===== src/rtl/speed_round_ctrl_pkg.sv =====
// Shared game package: FSM state encoding and round result codes.
// Reused by the game FSM, the display mux and the speed round sequencer.
package speed_round_ctrl_pkg;

  typedef enum logic [2:0] {
    S_IDLE,
    S_ARM,
    S_ROUND,
    S_SETTLE,
    S_DECIDE,
    S_EXIT
  } state_e;

  typedef enum logic [1:0] {
    RES_NONE  = 2'b00,
    RES_LEFT  = 2'b01,
    RES_RIGHT = 2'b10,
    RES_TIE   = 2'b11
  } result_e;

  // A tie outranks a right verdict.
  function automatic result_e verdict(
    input logic right,
    input logic tie
  );
    if (tie) begin
      return RES_TIE;
    end else if (right) begin
      return RES_RIGHT;
    end
    return RES_LEFT;
  endfunction

endpackage


===== src/rtl/speed_round_ctrl_if.sv =====
// Speed round bundle: game FSM controls, push-counter link and display.
// The sequencer takes the slave side; the game/test side takes master.
interface speed_round_ctrl_if;
  logic       start;
  logic       abort;
  logic       speed_right;
  logic       speed_tie;
  logic       speedRound;
  logic       speedExit;
  logic       busy;
  logic [3:0] time_left;
  logic       win_right;
  logic       win_left;
  logic       win_tie;
  logic [1:0] last_result;

  modport master (
    output start, abort, speed_right, speed_tie,
    input  speedRound, speedExit, busy, time_left,
    input  win_right, win_left, win_tie, last_result
  );

  modport slave (
    input  start, abort, speed_right, speed_tie,
    output speedRound, speedExit, busy, time_left,
    output win_right, win_left, win_tie, last_result
  );
endinterface


===== src/rtl/speed_round_ctrl_sec_timer.sv =====
// Seconds timer: tick prescaler plus loadable 4-bit down-counter.
// Load restarts the prescaler so each phase gets whole seconds.
module sec_timer #(
  parameter int TICK_CYCLES = 50_000_000
) (
  input  logic       clk,
  input  logic       rst,
  input  logic       load,
  input  logic [3:0] load_val,
  input  logic       en,
  output logic       tick,
  output logic       done,
  output logic [3:0] count
);

  localparam int PW = (TICK_CYCLES > 1) ?
                      $clog2(TICK_CYCLES) : 1;
  localparam logic [PW-1:0] PMAX = PW'(TICK_CYCLES - 1);

  logic [PW-1:0] pre_q, pre_d;
  logic [3:0]    cnt_q, cnt_d;

  assign tick  = en && (pre_q == PMAX);
  // done flags the final second; the caller pairs it with tick
  assign done  = (cnt_q == 4'd1);
  assign count = cnt_q;

  always_comb begin
    pre_d = pre_q;
    cnt_d = cnt_q;
    if (load) begin
      pre_d = '0;
      cnt_d = load_val;
    end else if (en) begin
      if (tick) begin
        pre_d = '0;
        if (cnt_q != 4'd0) begin
          cnt_d = cnt_q - 4'd1;
        end
      end else begin
        pre_d = pre_q + 1'b1;
      end
    end
  end

  always_ff @(posedge clk or posedge rst) begin
    if (rst) begin
      pre_q <= '0;
      cnt_q <= '0;
    end else begin
      pre_q <= pre_d;
      cnt_q <= cnt_d;
    end
  end

endmodule


===== src/rtl/speed_round_ctrl.sv =====
// Speed round sequencer: arm countdown, count window, settle, verdict.
// All outputs are registered; the push counter sees a clean window.
module speed_round_ctrl
  import speed_round_ctrl_pkg::*;
#(
  parameter int TICK_CYCLES   = 50_000_000,
  parameter int ARM_SECS      = 3,
  parameter int ROUND_SECS    = 10,
  parameter int SETTLE_CYCLES = 4
) (
  input logic              clk,
  input logic              rst,
  speed_round_ctrl_if.slave bus
);

  localparam int SW = $clog2(SETTLE_CYCLES + 1);
  localparam logic [SW-1:0] SMAX = SW'(SETTLE_CYCLES - 1);

  state_e        state_q, state_d;
  result_e       res_q, res_d;
  result_e       last_q, last_d;
  logic          abort_q, abort_d;
  logic [SW-1:0] settle_q, settle_d;
  logic          round_q, round_d;
  logic          exit_q, exit_d;
  logic          busy_q, busy_d;
  logic          wr_q, wr_d;
  logic          wl_q, wl_d;
  logic          wt_q, wt_d;

  logic       t_load, t_en, t_tick, t_done;
  logic [3:0] t_val, t_count;

  sec_timer #(
    .TICK_CYCLES(TICK_CYCLES)
  ) u_timer (
    .clk      (clk),
    .rst      (rst),
    .load     (t_load),
    .load_val (t_val),
    .en       (t_en),
    .tick     (t_tick),
    .done     (t_done),
    .count    (t_count)
  );

  logic phase_end;
  assign phase_end = t_tick && t_done;

  always_comb begin
    state_d  = state_q;
    res_d    = res_q;
    abort_d  = abort_q;
    settle_d = '0;
    unique case (state_q)
      S_IDLE: begin
        abort_d = 1'b0;
        if (bus.start && !bus.abort) begin
          state_d = S_ARM;
        end
      end
      S_ARM: begin
        if (bus.abort) begin
          state_d = S_EXIT;
          abort_d = 1'b1;
        end else if (phase_end) begin
          state_d = S_ROUND;
        end
      end
      S_ROUND: begin
        if (bus.abort) begin
          state_d = S_EXIT;
          abort_d = 1'b1;
        end else if (phase_end) begin
          state_d = S_SETTLE;
        end
      end
      S_SETTLE: begin
        if (bus.abort) begin
          state_d = S_EXIT;
          abort_d = 1'b1;
        end else if (settle_q == SMAX) begin
          state_d = S_DECIDE;
        end else begin
          settle_d = settle_q + 1'b1;
        end
      end
      S_DECIDE: begin
        state_d = S_EXIT;
        if (bus.abort) begin
          abort_d = 1'b1;
        end else begin
          res_d = verdict(bus.speed_right, bus.speed_tie);
        end
      end
      S_EXIT: state_d = S_IDLE;
      default: state_d = S_IDLE;
    endcase
  end

  // Every state change reloads the timer, zeroing it outside ARM/ROUND.
  always_comb begin
    t_load = (state_d != state_q);
    t_en   = (state_q == S_ARM) || (state_q == S_ROUND);
    t_val  = 4'd0;
    if (state_d == S_ARM) begin
      t_val = 4'(ARM_SECS);
    end else if (state_d == S_ROUND) begin
      t_val = 4'(ROUND_SECS);
    end
  end

  logic decided;
  assign decided = (state_q == S_DECIDE) && !abort_d;

  always_comb begin
    last_d = last_q;
    if (state_q == S_IDLE && state_d == S_ARM) begin
      last_d = RES_NONE;
    end else if (state_q == S_EXIT && !abort_q) begin
      last_d = res_q;
    end
    round_d = (state_d == S_ROUND);
    exit_d  = (state_d == S_EXIT);
    busy_d  = (state_d != S_IDLE);
    wr_d    = decided && (res_d == RES_RIGHT);
    wl_d    = decided && (res_d == RES_LEFT);
    wt_d    = decided && (res_d == RES_TIE);
  end

  always_ff @(posedge clk or posedge rst) begin
    if (rst) begin
      state_q  <= S_IDLE;
      res_q    <= RES_NONE;
      last_q   <= RES_NONE;
      abort_q  <= 1'b0;
      settle_q <= '0;
      round_q  <= 1'b0;
      exit_q   <= 1'b0;
      busy_q   <= 1'b0;
      wr_q     <= 1'b0;
      wl_q     <= 1'b0;
      wt_q     <= 1'b0;
    end else begin
      state_q  <= state_d;
      res_q    <= res_d;
      last_q   <= last_d;
      abort_q  <= abort_d;
      settle_q <= settle_d;
      round_q  <= round_d;
      exit_q   <= exit_d;
      busy_q   <= busy_d;
      wr_q     <= wr_d;
      wl_q     <= wl_d;
      wt_q     <= wt_d;
    end
  end

  assign bus.speedRound  = round_q;
  assign bus.speedExit   = exit_q;
  assign bus.busy        = busy_q;
  assign bus.time_left   = t_count;
  assign bus.win_right   = wr_q;
  assign bus.win_left    = wl_q;
  assign bus.win_tie     = wt_q;
  assign bus.last_result = last_q;

endmodule


===== src/flat_wrapper.sv =====
// flat-port wrapper written by rule: the top's interface ports become plain ports
module speed_round_ctrl_flat import speed_round_ctrl_pkg::*;
#(
  parameter int TICK_CYCLES   = 50_000_000,
  parameter int ARM_SECS      = 3,
  parameter int ROUND_SECS    = 10,
  parameter int SETTLE_CYCLES = 4
)
  (clk, rst, bus_start, bus_abort, bus_speed_right, bus_speed_tie, bus_speedRound, bus_speedExit, bus_busy, bus_time_left, bus_win_right, bus_win_left, bus_win_tie, bus_last_result);
  speed_round_ctrl_if bus_i ();
  input logic clk;
  input logic rst;
  input wire logic [$bits(bus_i.start)-1:0] bus_start;
  input wire logic [$bits(bus_i.abort)-1:0] bus_abort;
  input wire logic [$bits(bus_i.speed_right)-1:0] bus_speed_right;
  input wire logic [$bits(bus_i.speed_tie)-1:0] bus_speed_tie;
  output wire logic [$bits(bus_i.speedRound)-1:0] bus_speedRound;
  output wire logic [$bits(bus_i.speedExit)-1:0] bus_speedExit;
  output wire logic [$bits(bus_i.busy)-1:0] bus_busy;
  output wire logic [$bits(bus_i.time_left)-1:0] bus_time_left;
  output wire logic [$bits(bus_i.win_right)-1:0] bus_win_right;
  output wire logic [$bits(bus_i.win_left)-1:0] bus_win_left;
  output wire logic [$bits(bus_i.win_tie)-1:0] bus_win_tie;
  output wire logic [$bits(bus_i.last_result)-1:0] bus_last_result;
  assign bus_i.start = bus_start;
  assign bus_i.abort = bus_abort;
  assign bus_i.speed_right = bus_speed_right;
  assign bus_i.speed_tie = bus_speed_tie;
  assign bus_speedRound = bus_i.speedRound;
  assign bus_speedExit = bus_i.speedExit;
  assign bus_busy = bus_i.busy;
  assign bus_time_left = bus_i.time_left;
  assign bus_win_right = bus_i.win_right;
  assign bus_win_left = bus_i.win_left;
  assign bus_win_tie = bus_i.win_tie;
  assign bus_last_result = bus_i.last_result;
  speed_round_ctrl #(.TICK_CYCLES(TICK_CYCLES), .ARM_SECS(ARM_SECS), .ROUND_SECS(ROUND_SECS), .SETTLE_CYCLES(SETTLE_CYCLES)) u_core (.clk(clk), .rst(rst), .bus(bus_i));
endmodule

===== config.mk =====
export PLATFORM = sky130hd
export DESIGN_NAME = speed_round_ctrl_flat
export DESIGN_NICKNAME = d
export VERILOG_FILES = /design/src/rtl/speed_round_ctrl_pkg.sv /design/src/rtl/speed_round_ctrl_if.sv /design/src/rtl/speed_round_ctrl_sec_timer.sv /design/src/rtl/speed_round_ctrl.sv /design/src/flat_wrapper.sv
export SDC_FILE = /design/constraint.sdc
export NUM_CORES = 1
export LEC_CHECK = 0
export CORE_ASPECT_RATIO = 1.4
export CORE_MARGIN = 2
export CORE_UTILIZATION = 63
export DETAILED_ROUTE_END_ITERATION = 8
export HOLD_SLACK_MARGIN = 0.03
export PLACE_DENSITY_LB_ADDON = 0.2
export SETUP_SLACK_MARGIN = 0.1
export SYNTH_ARGS = -nofsm -noshare
export SYNTH_HDL_FRONTEND = slang
export SYNTH_HIERARCHICAL = 1
export SYNTH_SLANG_ARGS = --single-unit

===== constraint.sdc =====
create_clock -name clk -period 9.15 [get_ports clk]
set_clock_uncertainty 0.15 [all_clocks]
set_input_delay 1.83 -clock clk [delete_from_list [all_inputs] [get_ports clk]]
set_output_delay 1.83 -clock clk [all_outputs]
set_load 0.02 [all_outputs]

==> key figures <==
Flow run
  – Max Cap Viol: 0

Yosys
  – Netlist cell types: 58
  – Yosys warning count: 6
  – Post-Synthesis Cells: 275
  – Ys async rst share: 100%
  – Cell area after synthesis: 2610 sq um
  – Sequential share of the synthesized area: 45.1%
  – Ranking of synthesized cells by area: dfrtp_1 (45%), a21oi_1 (4.0%), nor2_1 (3.9%)
  – Yosys reg bits: 47
  – Share of the synthesized area in the top cell type: 45.1%
  – Syn_nets: 286
  – Synth Flop Type: dfrtp_1
  – Post-synth top area cell: dfrtp_1
  – Mean post-synth cell area: 9.49 sq um
  – EDFF count, synth: 0

Outcome
  – Status: completed

Cells and area
  – Area delta synth->final: 10.8%
  – Most common library cell in the layout ignoring fill and taps: dfrtp_1
  – Final Non-Filler Cells: 332
  – Layout cells sized above 1: 8.30%
  – Commonest non-fill, non-tap cells in the layout: dfrtp_1 (47), nor2_1 (27), a21oi_1 (21)
  – Post-layout util: 73.2%
  – NumNets Final: 299
  – Number of diodes: 0

Critical path
  – CP required: 9.23 ns
  – FF-to-FF setup slack: 4.24 ns
  – WS Path Type: in -> reg
  – Worst R2R Start: u_core/state_q[1]
  – Critical Path Start Type: primary input
  – CP arrival: 5.02 ns
  – Critical Path Fanout Max: 13
  – Endpoint of the worst-slack reg-to-reg timing path: u_core/u_timer/pre_q[25]
  – Setup crit end kind: flop
  – Worst r2r path cells: 13

STA
  – Total Neg Setup Slack: 0 ns
  – Fin. max-slew vios: 0
  – Final period util: 53.9%
  – Tightest Pin Transition: 0.877 ns
  – Final min period: 4.94 ns
  – Unrepaired setup endpoints after global routing: false
  – Final setup violation count: 0
  – Fin. Hold Viols: 0
  – Fmax: 203 MHz
  – Worst slew margin relative to its limit: 41.2%

Routing
  – Post-DR vias/cell: 6.50
  – Wire length on met1: 2.13 mm
  – Wirelength per Cell: 16.3 um
  – Metal3 WL: 161 um
  – Met2 WL: 2.98 mm
  – Starting DRT DRC Count: 102
  – DR top layer: met4
  – DRT antenna net count: 0
  – DRC viols: 0
  – DR vias: 2158
  – Final WL: 5.41 mm
  – TritonRoute pass-1 iters: 5

Clock network
  – CTS buffer count: 5
  – # clock sinks: 47
  – Post-CTS Resized: 0
  – H-tree depth: 2
  – TritonCTS clock tree: done
  – Clock latency on the worst-skew pair: 0.30 ns
  – Clock root buffer: clkbuf_8
  – Worst-path clk slew: 0.09 ns
  – Cts hold-fix bufs: 0
  – CTS Buffer Depth: 2
  – Postcts setup bufs: 0

Power and ir drop
  – VDD IR-drop max: 0.208 mV
  – Lkg Pwr: 1.15 nW
  – Power per cell area: 233 nW/um^2

GRT
  – GRT overflow: 0
  – Vias in the first global route: 2175
  – First-pass GRT wire length: 9.26 mm
  – Pin count of the biggest net entering global routing: 31
  – Gr usage total: 25.6%
  – Initial antenna violation count: 0

Placement
  – Post-detail-place hpwl: 3.86 mm
  – Cell count after placement: 324
  – Final Wtd Congestion: 0.856
  – Port buffer count: 17

Floorplanning
  – Cell Rows: 27
  – Core area: 3950 sq um
  – I/O pin cnt: 18
  – Die height: 80.2 um
  – Initial Util: 66.0%
  – Die X-Extent: 58.4 um
  – Die area: 4680 sq um

Hold path
  – Hold Path Class: reg -> reg
  – Min-Delay Endpoint: u_core/settle_q[0]
  – Cell depth of the worst hold path: 1
  – Min-delay src: u_core/settle_q[0]
==> stage by stage <==
stage	hold slack [ns]	power (mW)	setup WS (ns)	cell area, sq um
detailed placement	0.283	0.521	3.91	2780
floorplan	0.258	0.449	5.29	2610
global route	0.324	0.713	3.87	2890
global placement	0.281	0.512	4.03	2780
CTS	0.295	0.676	4.19	2890
finish	0.295	0.673	4.21	2890
==> where the power goes <==
| group | total (mW) | switching (mW) | internal (mW) |
|---|---|---|---|
| sequential | 0.273 | 0.0351 | 0.238 |
| combinational | 0.244 | 0.138 | 0.106 |
| clock | 0.156 | 0.0674 | 0.0884 |
| total | 0.673 | 0.241 | 0.432 |
==> how the worst max path moves through the flow <==
stage,from,endpoint,slack (ns),cells after the start
after global placement,bus_abort,u_core/u_timer/pre_q[21],4.03,9
after detailed placement,bus_abort,u_core/u_timer/pre_q[25],3.91,9
after CTS,bus_abort,u_core/u_timer/pre_q[25],4.19,9
after floorplan,bus_start,u_core/u_timer/pre_q[22],5.29,10
final,bus_abort,u_core/u_timer/pre_q[25],4.21,9
after global routing,u_core/state_q[1],u_core/u_timer/pre_q[17],3.87,13
==> cell usage after synthesis, types with 2 or more instances <==
master / n
a21oi_1: 21
a31oi_1: 4
and3_1: 3
buf_2: 8
buf_6: 2
clkbuf_1: 2
dfrtp_1: 47
ha_1: 5
inv_1: 14
mux2i_1: 2
nand2_1: 14
nand2b_1: 4
nand3_1: 10
nand4_1: 7
nor2_1: 27
nor2b_1: 4
nor3_1: 7
nor3b_1: 5
nor4_1: 5
o211ai_1: 2
o21ai_0: 7
o21ai_1: 2
o22a_1: 2
o31a_1: 5
o31ai_1: 7
o41ai_1: 2
or3_1: 8
or4_1: 9
xnor2_1: 5
xor2_1: 7
==> area by class of cell <==
cell class | instances | area (sq um)
Clock inverter | 2 | 35.0
Inverter | 14 | 52.6
Multi-Input combinational cell | 201 | 1310
Fill cell | 321 | 1060
Tap cell | 43 | 53.8
Clock buffer | 6 | 82.6
Timing Repair Buffer | 19 | 185
Sequential cell | 47 | 1180
==> cell families (layout without fill, tap and decap cells) <==
kind of cell             Yosys count  in the layout  share of synthesized area, %
AND/OR/NAND/NOR                  119            119                          26.4
adder cells (fa/ha/maj)            5              5                          2.40
XOR/XNOR                          12             12                          4.03
flip-flops                        47             47                          45.1
other                              1              1                         0.144
multiplexers                       2              2                         0.767
AO/OA/AOI/OAI                     62             62                          16.4
buffers and inverters             27             41                          4.84
==> registers in the layout (all words and copies together) (netlist names) <==
name,flops
u_core/bus.win_right,1
u_core/bus.speedExit,1
u_core/bus.speedRound,1
u_core/bus.last_result,2
u_core/settle_q,3
u_core/u_timer/count,4
u_core/bus.busy,1
u_core/abort_q,1
u_core/res_q,2
u_core/u_timer/pre_q,26
u_core/state_q,3
u_core/bus.win_left,1
u_core/bus.win_tie,1
==> critical path: stages <==
cell	delay (ns)
clkdlybuf4s50_1	0.67
nor2_1	0.19
nor2b_1	0.14
nor3_1	0.06
a31oi_1	0.66
o211ai_1	0.30
or3_4	0.46
or4_1	0.53
a21oi_1	0.15
==> metal layers <==
metal  global-route usage, %  up-vias
met3                    4.03       14
met2                    47.9       45
met5                       0        -
met1                    27.2     1071
met4                    11.4        0
li1                        -     1028
Note: power is estimated with default switching activity, not from simulation.
